--- config.mk ---
export PLATFORM = sky130hd
export DESIGN_NAME = inst_fetch_port_flat
export DESIGN_NICKNAME = d
export VERILOG_FILES = /design/src/rtl/inst_fetch_port_pkg.sv /design/src/rtl/inst_fetch_port_if.sv /design/src/rtl/inst_fetch_port.sv /design/src/flat_wrapper.sv
export SDC_FILE = /design/constraint.sdc
export NUM_CORES = 1
export LEC_CHECK = 0
export ABC_AREA = 1
export BUFFER_PORTS_ARGS = -buffer_cell sky130_fd_sc_hd__buf_2
export CAP_MARGIN = 15
export CORE_MARGIN = 2
export CORE_UTILIZATION = 34
export CTS_CLUSTER_SIZE = 8
export DETAILED_ROUTE_END_ITERATION = 8
export GPL_ROUTABILITY_DRIVEN = 0
export SETUP_SLACK_MARGIN = 0.5
export SLEW_MARGIN = 10
export SYNTH_ARGS = -nofsm -noshare
export SYNTH_HDL_FRONTEND = slang
export SYNTH_SLANG_ARGS = --single-unit
--- constraint.sdc ---
create_clock -name clk -period 3.85 [get_ports clk]
set_input_delay 0.77 -clock clk [delete_from_list [all_inputs] [get_ports clk]]
set_output_delay 0.77 -clock clk [all_outputs]
set_load 0.02 [all_outputs]
--- src/rtl/inst_fetch_port_pkg.sv ---
// Shared widths, beat count and IF state encodings for the instruction fetch port.
package inst_fetch_port_pkg;

    localparam int INST_ADDR_W = 32;
    localparam int INST_W      = 32;
    localparam int INST_BYTES  = 4;

    localparam logic [0:0] IF_IDLE  = 1'b0;
    localparam logic [0:0] IF_FETCH = 1'b1;

endpackage

--- src/rtl/inst_fetch_port_if.sv ---
// Byte-wide req/ack memory read bus between the fetch port (master) and memory (slave).
interface inst_fetch_port_if
    import inst_fetch_port_pkg::*;
#(
    parameter int ADDR_W = INST_ADDR_W
);

    logic              req;
    logic [ADDR_W-1:0] addr;
    logic [7:0]        rdata;
    logic              ack;

    modport master (output req, output addr, input rdata, input ack);
    modport slave  (input req, input addr, output rdata, output ack);

endinterface

--- src/rtl/inst_fetch_port.sv ---
// Responder side of the PC fetch interface: assembles each instruction word from
// BYTES little-endian memory beats and keeps the last word in a one-entry buffer.
module inst_fetch_port
    import inst_fetch_port_pkg::*;
#(
    parameter int ADDR_W = INST_ADDR_W,
    parameter int BYTES  = INST_BYTES
) (
    input  logic              clk,
    input  logic              rst,
    input  logic              ce_i,
    input  logic [ADDR_W-1:0] pc_i,
    output logic [INST_W-1:0] inst_o,
    output logic              stallreq_o,
    inst_fetch_port_if.master mem
);

    localparam int CNT_W = (BYTES > 1) ? $clog2(BYTES) : 1;
    localparam logic [CNT_W-1:0] LAST_BEAT = CNT_W'(BYTES - 1);

    logic [0:0]        state;
    logic [CNT_W-1:0]  beat_cnt;
    logic [ADDR_W-1:0] fetch_addr;
    logic              buf_valid;
    logic [ADDR_W-1:0] buf_addr;
    logic [INST_W-1:0] buf_data;
    logic              mem_req;
    logic              hit;
    logic              beat_done;

    assign hit        = ce_i & buf_valid & (buf_addr == pc_i);
    assign inst_o     = hit ? buf_data : '0;
    assign stallreq_o = ce_i & ~hit;

    assign beat_done  = mem_req & mem.ack;
    assign mem.req    = mem_req;
    assign mem.addr   = fetch_addr + ADDR_W'(beat_cnt);

    // A burst, once started, always runs to completion so the bus never sees a
    // dropped request; a pc change is handled as a fresh miss afterwards.
    always_ff @(posedge clk or posedge rst) begin
        if (rst) begin
            state      <= IF_IDLE;
            beat_cnt   <= '0;
            fetch_addr <= '0;
            buf_valid  <= 1'b0;
            buf_addr   <= '0;
            buf_data   <= '0;
            mem_req    <= 1'b0;
        end else begin
            case (state)
                IF_IDLE: begin
                    if (ce_i && !hit) begin
                        state      <= IF_FETCH;
                        fetch_addr <= pc_i;
                        beat_cnt   <= '0;
                        buf_valid  <= 1'b0;
                        mem_req    <= 1'b1;
                    end
                end
                IF_FETCH: begin
                    if (beat_done) begin
                        buf_data[{beat_cnt, 3'b000} +: 8] <= mem.rdata;
                        beat_cnt <= beat_cnt + 1'b1;
                        if (beat_cnt == LAST_BEAT) begin
                            buf_addr  <= fetch_addr;
                            buf_valid <= 1'b1;
                            mem_req   <= 1'b0;
                            beat_cnt  <= '0;
                            state     <= IF_IDLE;
                        end
                    end
                end
                default: begin
                    state   <= IF_IDLE;
                    mem_req <= 1'b0;
                end
            endcase
        end
    end

endmodule
--- src/flat_wrapper.sv ---
// flat-port wrapper written by rule: the top's interface ports become plain ports
module inst_fetch_port_flat import inst_fetch_port_pkg::*;
#(
    parameter int ADDR_W = INST_ADDR_W,
    parameter int BYTES  = INST_BYTES
)
  (clk, rst, ce_i, pc_i, inst_o, stallreq_o, mem_req, mem_addr, mem_rdata, mem_ack);
  inst_fetch_port_if #(.ADDR_W(ADDR_W)) mem_i ();
  input  logic clk;
  input  logic rst;
  input  logic ce_i;
  input  logic [ADDR_W-1:0] pc_i;
  output logic [INST_W-1:0] inst_o;
  output logic stallreq_o;
  output wire logic [$bits(mem_i.req)-1:0] mem_req;
  output wire logic [$bits(mem_i.addr)-1:0] mem_addr;
  input wire logic [$bits(mem_i.rdata)-1:0] mem_rdata;
  input wire logic [$bits(mem_i.ack)-1:0] mem_ack;
  assign mem_req = mem_i.req;
  assign mem_addr = mem_i.addr;
  assign mem_i.rdata = mem_rdata;
  assign mem_i.ack = mem_ack;
  inst_fetch_port #(.ADDR_W(ADDR_W), .BYTES(BYTES)) u_core (.clk(clk), .rst(rst), .ce_i(ce_i), .pc_i(pc_i), .inst_o(inst_o), .stallreq_o(stallreq_o), .mem(mem_i));
endmodule
=== Word level (Yosys, flattened, before mapping) ===
Index checks and enable logic that the tools add are counted.

* Bits of input ports: 44
* Flip-flop bits (word level): 101
* Output and inout bits: 66
* Word-level logic and storage cells: 48

* Muxes and demuxes: 18
* Bitwise gates (word level): 6
* Add/sub/neg operators: 3
* Reduce and logical (&&, ||, !) cells: 7
* Eq/ne operators: 5
* Shifts and indexed selects: 2

{| class="wikitable"
|+ Operators by type and width
! cell !! count
|-
| $add 32x2->32 || 1
|-
| $bwmux 32 || 1
|-
| $eq 32x32->1 || 1
|-
| $mux 32 || 1
|-
| $shift 8x7->32 const A || 1
|-
| $shiftx 8x7->32 || 1
|-
| $mux 1 || 9
|-
| $neg 5->7 || 1
|-
| $mux 2 || 3
|-
| $pmux 1 s2 || 3
|-
| $reduce_and 2->1 || 3
|-
| $reduce_and 3->1 || 2
|-
| $and 1x1->1 || 4
|-
| $ne 2x2->1 const B || 2
|-
| $pmux 2 s2 || 1
|-
| $add 2x1->2 const B || 1
|-
| $eq 2x2->1 const B || 1
|-
| $ne 2x1->1 const B || 1
|-
| $not 1->1 || 2
|-
| $logic_and 1x1->1 || 1
|-
| $logic_not 1->1 || 1
|}

=== Depth between registers and ports, before layout ===
Gate-level depths: netlist of run 1.

* Depth after elaboration: 6
* Depth in mapped cells: 15
* Depth with buffers taken out: 14

=== Worst setup path after synthesis of run 1 ===
OpenSTA, ideal clock, no wires.

* Kind: flip-flop to output port
* Start: register u_core.beat_cnt[0]
* End: output port mem_addr[28]
* Buffers on the path: 0
* Data arrival time: 2362 ps
* Required time: 3080 ps
* Setup slack: 718 ps
* Stages on the path, launching flop included: 12
* Path through: dfrtp_1 ha_1 inv_1 fa_1 nor2_2 nand4_1 nor2_2 nand3_2 nand3b_4 nor2_2 nand2_1 xor2_1

* Longest elaborated chain between the ends: 1

{| class="wikitable"
|+ Ends and longest elaborated chain
! item !! RTL line !! source
|-
| from (decl) || inst_fetch_port.sv:22 || <nowiki>logic [CNT_W-1:0] beat_cnt;</nowiki>
|-
| from (signal assigned) || inst_fetch_port.sv:64 || <nowiki>beat_cnt <= beat_cnt + 1'b1;</nowiki>
|-
| $add 32x2->32 || inst_fetch_port.sv:37 || <nowiki>assign mem.addr = fetch_addr + ADDR_W'(beat_cnt);</nowiki>
|-
| to (decl) || flat_wrapper.sv:16 || <nowiki>output wire logic [$bits(mem_i.addr)-1:0] mem_addr;</nowiki>
|}

Every way passes these cells.

=== Worst setup path after layout of run 1 ===
Same ends and word-level chain as after synthesis.

==> impl_metrics.csv, run 1 <==
group,metric,value,unit
outcome,status,"completed",
die,initial_core_util,34.9,%
timing,rsz0062_at_grt,"yes",
logic_synthesis,ys_ff_latch,101,
die,die_h,135,µm
power,ir_worst_vdd,195,µV
power,p_int,1650,µW
detailed_routing,vias,5235,
clock_network,htree_levels,3,
timing,relSlewSlack,37.5,%
power,p_comb_share,6.6,%
power,p_sw,532,µW
power,leakage,0.00354,µW
critical_path,ff2ff_setup_slack,1.60,ns
power,power.share.clock,43.9,%
clock_network,cts_tree,"built",
placed_design,dpl.hpwl,12.3,mm
logic_synthesis,yosysSeqAreaShare,43.6,%
timing,worst_pin_slew,0.935,ns
logic_synthesis,synth_top_area_cell,"dfrtp_1",
timing,setup_violations,0,
critical_path,crit_type,"flip-flop to output pin",
clock_network,clk_path_buf_depth,2,
timing,finalCritPeriodShare,92.0,%
die,dieArea,18100,µm²
global_routing,grt_usage,18.6,%
power,p_per_area,304,nW/µm²
detailed_routing,post_drt_via_cell_ratio,4.69,
timing,hold_violations,0,
placed_design,pre_cts_ws,0.399,ns
global_routing,grt_pass1_vias,4912,
global_routing,grt_antenna_before_repair,0,
detailed_routing,wirelength,16.6,mm
layout,antennaDiodeCount,0,
timing,fmax,282,MHz
die,num_rows,47,
layout,fin_nets,944,
logic_synthesis,synth_area_leaders,"dfrtp_1, nand2_1, inv_1, o21ai_0, xor2_1",
timing,report.final.slew_viol_count,0,
placed_design,port_buffers,109,
layout,most-common-layout-cells,"nand2_1, inv_1, dfrtp_1",
clock_network,cts_buffers,9,
logic_synthesis,synth_area,5800,µm²
timing,worst_slack,0.308,ns
die,io_pins,110,
critical_path,cp-start-kind,"flip-flop",
layout,layout_commonest_cell,"nand2_1",
die,core-area,16600,µm²
detailed_routing,ant_nets,0,
layout,final_util,43.1,%
min_path,worstHoldPathCells,2,
timing,fin_setup_tns,0,ns
critical_path,crit_arrival,2.77,ns
clock_network,insertion_delay,0.35,ns
clock_network,path_clk_slew,0.08,ns
logic_synthesis,avgSynthCellArea,7.47,µm²
logic_synthesis,async_reset_ff_share,100,%
logic_synthesis,yosys_warnings,0,
layout,fin_cells,1116,
power,swShare,24.4,%
detailed_routing,drc_errors,0,
critical_path,cp_max_fo,3,
timing,period_needed,3.54,ns
global_routing,grt_start_max_net_pins,66,
logic_synthesis,ys_types,38,
logic_synthesis,synth_top_flop_cell,"dfrtp_1",
layout,area_growth,23.6,%
critical_path,r2r_cells,7,
global_routing,grt_pass1_wl,26.2,mm
logic_synthesis,synth_top_area_share,43.6,%
detailed_routing,drt_iter0_markers,332,
placed_design,placedCellCount,1084,
flow_run,maxCapViolCount,0,
logic_synthesis,syn_nets,829,
logic_synthesis,synth_edf_count,0,
critical_path,cp-end-kind,"output pin",
die,die_w,135,µm
logic_synthesis,synth_cells,776,
timing,finalClockSkew,0.0114,ns
layout,drive_gt1_share,20.1,%
global_routing,overflow,0,
detailed_routing,post_drt_wl_per_cell,14.8,µm
power,p_seq_share,49.6,%
min_path,hold_class,"flip-flop to flip-flop",
clock_network,clock_sinks,101,
layout,fillers,1725,
critical_path,cp_data_required_time,3.08,ns
detailed_routing,first_pass_iters,5,
clock_network,cts-root-buf,"clkbuf_16",
[through the flow]
stage | instance area [µm²] | hold slack [ns] | total power, µW
final | 7170 | 0.485 | 2180
after detailed placement | 6580 | 0.472 | 1250
after global placement | 6580 | 0.468 | 1250
after floorplan | 5800 | 0.453 | 1180
after CTS | 7010 | 0.490 | 2210
after global routing | 7170 | 0.511 | 2270
[state kept, by name (all words and copies together), names as in the netlist]
signal	cells
u_core.buf_valid	1
u_core.fetch_addr	32
u_core.state	1
u_core.mem.req	1
u_core.buf_addr	32
u_core.beat_cnt	2
u_core.buf_data	32
[cell families after synthesis]
family,Yosys count,share of synthesized area [%]
xor gates and xnor gates,34,5.13
AOI/OAI and AO/OA,110,10.2
DFF,101,43.6
and+or+nand+nor,346,27.3
buffers and inverters,176,11.7
adders and majority gates,9,2.07
[power by group through the flow]
stage / clock network (µW) / logic (µW) / registers (µW)
after floorplan: 0 / 77.1 / 1100
after global placement: 0 / 144 / 1100
after detailed placement: 0 / 144 / 1100
after CTS: 979 / 146 / 1080
after global routing: 1020 / 164 / 1080
final: 957 / 143 / 1080
[routing by layer]
layer	share of wire (%)	wire [µm]	track usage (%)	up-vias
met3	4.2	688	3.64	20
met1	49	8050	27.3	2434
met2	45	7510	28.2	102
met5	0	0	0	-
met4	1.9	313	4.80	0
li1	-	-	-	2679
[worst max-delay path: stages, from the launching register on]
cell and delay (ns):
dfrtp_1 0.37, ha_2 0.19, inv_2 0.04, fa_2 0.36
nor2_2 0.11, nand4_1 0.20, nor2_2 0.20, buf_6 0.13
nand3_4 0.06, nand3b_4 0.20, nor2_4 0.17, nand2_1 0.08
xor2_1 0.16, buf_4 0.16
[worst paths after layout]
check / startpoint / end
setup / recovery: u_core.beat_cnt[0]$_DFFE_PP0P_ / mem_addr[28]
hold / removal: u_core.fetch_addr[30]$_DFFE_PP0P_ / u_core.fetch_addr[30]$_DFFE_PP0P_
setup reg to reg: u_core.beat_cnt[0]$_DFFE_PP0P_ / u_core.buf_data[3]$_DFFE_PP0P_
hold reg to reg: u_core.fetch_addr[30]$_DFFE_PP0P_ / u_core.fetch_addr[30]$_DFFE_PP0P_
max in group asynchronous: rst / u_core.buf_addr[8]$_DFFE_PP0P_
min in group asynchronous: rst / u_core.fetch_addr[28]$_DFFE_PP0P_
[synth_stat cells, drive strengths merged (5+ instances only)]
library cell and n:
nor3 46, nand4 23, xnor2 6, nor2 63
nand3 34, a21oi 8, nor4 7, inv 149
ha 8, buf 12, o21ai 91, dfrtp 101
xor2 28, nand2 169, clkbuf 15, o32ai 5
[cell type report]
| class | instances | area, µm² | share of cell area [%] |
|---|---|---|---|
| Multi-Input combinational cell | 499 | 2690 | 37.6 |
| Sequential cell | 101 | 2530 | 35.2 |
| Timing Repair Buffer | 131 | 803 | 11.2 |
| Inverter | 149 | 563 | 7.85 |
| Tap cell | 220 | 275 | 3.84 |
| Clock buffer | 10 | 239 | 3.33 |
| Clock inverter | 6 | 68.8 | 0.960 |
[timing repair]
action | in CTS | in global routing
buffers inserted | 10 | 5
gates resized for setup | 15 | 22
pin swaps | 8 | 9
hold buffers | 0 | 0
setup endpoints to repair | 13 | 20
(Power assumes the default switching activity.)
==> inputs of run 2 (changes only) <==
- CELL_PAD_IN_SITES_DETAIL_PLACEMENT: unset -> 1
- CELL_PAD_IN_SITES_GLOBAL_PLACEMENT: unset -> 1
- CTS_BUF_LIST: unset -> sky130_fd_sc_hd__clkbuf_4 sky130_fd_sc_hd__clkbuf_8
- PLACE_DENSITY_LB_ADDON: unset -> 0.1
- REMOVE_ABC_BUFFERS: unset -> 1
==> run 2 against run 1 <==
Against the previous run:
- power down 12%
- first-iteration DRC count decreased by 33%
- final cell count grew 0.90%
- global-route usage increased by 2.8 points
- fmax shrank 1.9%
- clock skew is 0.0068 ns higher
- non-clock buffer count is 10 higher
- clock-buffer cell count unchanged
- combinational power rose by 3%
- worst hold slack got worse by 0.0029 ns
- critical path type unchanged
==> impl_metrics.csv, run 2 (synthesis gave the netlist of run 1 again) <==
group,metric,value,unit
critical_path,slowest_delay,0.38,ns
critical_path,crit_type,"flip-flop to output pin",
detailed_routing,first_pass_iters,4,
detailed_routing,drc_errors,0,
critical_path,r2r_start,"u_core.beat_cnt[0]$_DFFE_PP0P_",
detailed_routing,vias,5488,
global_routing,grt_pass1_wl,30.3,mm
timing,worst_pin_slew,1.03,ns
detailed_routing,ant_nets,0,
timing,period_needed,3.61,ns
critical_path,slowest_stage,"dfrtp_1",
timing,rsz0062_at_grt,"yes",
timing,hold_violations,0,
flow_run,maxCapViolCount,0,
clock_network,clk_path_buf_depth,2,
power,power.share.clock,36.2,%
layout,fin_nets,954,
layout,drive_gt1_share,22.4,%
critical_path,crit_end,"mem_addr[30]",
die,core-area,16600,µm²
critical_path,ff2ff_setup_slack,1.38,ns
critical_path,crit_arrival,2.84,ns
clock_network,htree_levels,3,
power,p_comb_share,7.7,%
layout,multiInputGateArea,2760,µm²
layout,layout_commonest_cell,"nand2_1",
clock_network,cts_buffers,9,
timing,finalCritPeriodShare,93.8,%
detailed_routing,wirelength,18.8,mm
die,dieArea,18100,µm²
clock_network,hold_buffers,0,
global_routing,grt_antenna_before_repair,0,
critical_path,critPathLaunch,"u_core.fetch_addr[0]$_DFFE_PP0P_",
layout,antennaDiodeCount,0,
timing,fmax,277,MHz
critical_path,crit_family,"simple AND/OR/NAND/NOR gates",
min_path,hold_class,"primary input to asynchronous set/reset pin",
layout,most-common-layout-cells,"nand2_1, inv_1, dfrtp_1",
critical_path,cp-end-kind,"output pin",
die,io_pins,110,
global_routing,grt_usage,21.5,%
critical_path,crit_buf_inv,2,
clock_network,clock_sinks,101,
global_routing,overflow,0,
power,swShare,28.0,%
layout,area_growth,24.1,%
detailed_routing,post_drt_via_cell_ratio,4.87,
timing,finalClockSkew,0.0182,ns
global_routing,grt_start_max_net_pins,66,
placed_design,placedCellCount,1085,
power,p_int,1390,µW
die,die_h,135,µm
die,num_rows,47,
timing,report.final.slew_viol_count,0,
global_routing,grt_pass1_vias,5703,
clock_network,path_clk_slew,0.11,ns
critical_path,r2r_cells,8,
power,p_seq_share,56.1,%
layout,fillers,2127,
critical_path,cp_max_fo,3,
detailed_routing,drt_iter0_markers,222,
clock_network,insertion_delay,0.40,ns
placed_design,port_buffers,109,
critical_path,worst-path-stages,11,
outcome,status,"completed",
placed_design,dpl.hpwl,14.2,mm
power,ir_worst_vdd,136,µV
timing,setup_violations,0,
die,initial_core_util,34.9,%
critical_path,cp-start-kind,"flip-flop",
critical_path,cp_cell_sequence,"ha_2 -> inv_2 -> fa_2 -> nor2_2 -> nand4_1 -> nor2_2 -> nand4_1 -> nor2_2 -> nand4_1 -> xor2_1 -> buf_4",
power,p_sw,539,µW
layout,reg_top3,"u_core.buf_addr (32), u_core.buf_data (32), u_core.fetch_addr (32)",
detailed_routing,post_drt_wl_per_cell,16.7,µm
clock_network,cts_tree,"built",
critical_path,cp_data_required_time,3.08,ns
layout,seq_area,2530,µm²
timing,relSlewSlack,31.0,%
critical_path,r2r_end,"u_core.buf_data[5]$_DFFE_PP0P_",
timing,fin_setup_tns,0,ns
layout,fin_cells,1126,
power,p_per_area,268,nW/µm²
power,leakage,0.00358,µW
die,die_w,135,µm
clock_network,cts-root-buf,"clkbuf_8",
## run 2: cell type report
type / instances / share of cell area, %
Multi-Input combinational cell: 499 / 38.3
Sequential cell: 101 / 35.1
Timing Repair Buffer: 141 / 12.3
Inverter: 149 / 7.84
Tap cell: 220 / 3.82
Clock buffer: 10 / 1.91
Clock inverter: 6 / 0.747
## run 2: what timing repair did
item | 4_1_cts | 5_1_grt
gates resized for setup | 37 | 23
endpoints found under the setup margin | 17 | 36
gates cloned | 0 | 0
buffers inserted | 16 | 9
pin swaps | 21 | 17
## run 2: how the worst min path moves through the flow
stage                                 startpoint                           endpoint  depth (start not counted)
2_1_floorplan  u_core.fetch_addr[30]$_DFFE_PP0P_  u_core.fetch_addr[30]$_DFFE_PP0P_                          2
3_3_place_gp   u_core.fetch_addr[30]$_DFFE_PP0P_  u_core.fetch_addr[30]$_DFFE_PP0P_                          2
3_5_place_dp   u_core.fetch_addr[30]$_DFFE_PP0P_  u_core.fetch_addr[30]$_DFFE_PP0P_                          2
4_1_cts        u_core.fetch_addr[30]$_DFFE_PP0P_  u_core.fetch_addr[30]$_DFFE_PP0P_                          2
5_1_grt        u_core.fetch_addr[30]$_DFFE_PP0P_  u_core.fetch_addr[30]$_DFFE_PP0P_                          2
6_report                                     rst  u_core.fetch_addr[26]$_DFFE_PP0P_                          2
## run 2: per-layer routing
metal,wire (µm),GRT usage (%)
met1,9220,30.3
met2,8740,34.6
met3,639,2.78
met4,225,6.20
met5,0,0
## run 2: power by group through the flow
stage | sequential (µW) | combinational (µW) | clock, µW
floorplan | 1100 | 76.6 | 0
global placement | 1100 | 142 | 0
detailed placement | 1100 | 146 | 0
CTS | 1080 | 150 | 720
global route | 1080 | 169 | 764
finish | 1080 | 148 | 697
## run 2: worst reg2reg max path, delay by kind of cell, from the launching register on
kind / cells / cell delay, ns
buf+inv: 4 / 0.79
compound gates: 1 / 0.12
simple gates: 2 / 0.77
fa+ha+maj: 1 / 0.31
flops: 1 / 0.40
## run 2: per-stage QoR
stage	util [%]	instance area [µm²]	worst slack, ns	power (µW)	hold slack (ns)
finish	43.3	7200	0.240	1930	0.482
global route	43.3	7200	0.119	2020	0.522
CTS	42.2	7030	0.191	1950	0.502
detailed placement	39.5	6570	0.396	1250	0.475
global placement	39.5	6570	0.485	1250	0.470
floorplan	-	5680	0.433	1180	0.453
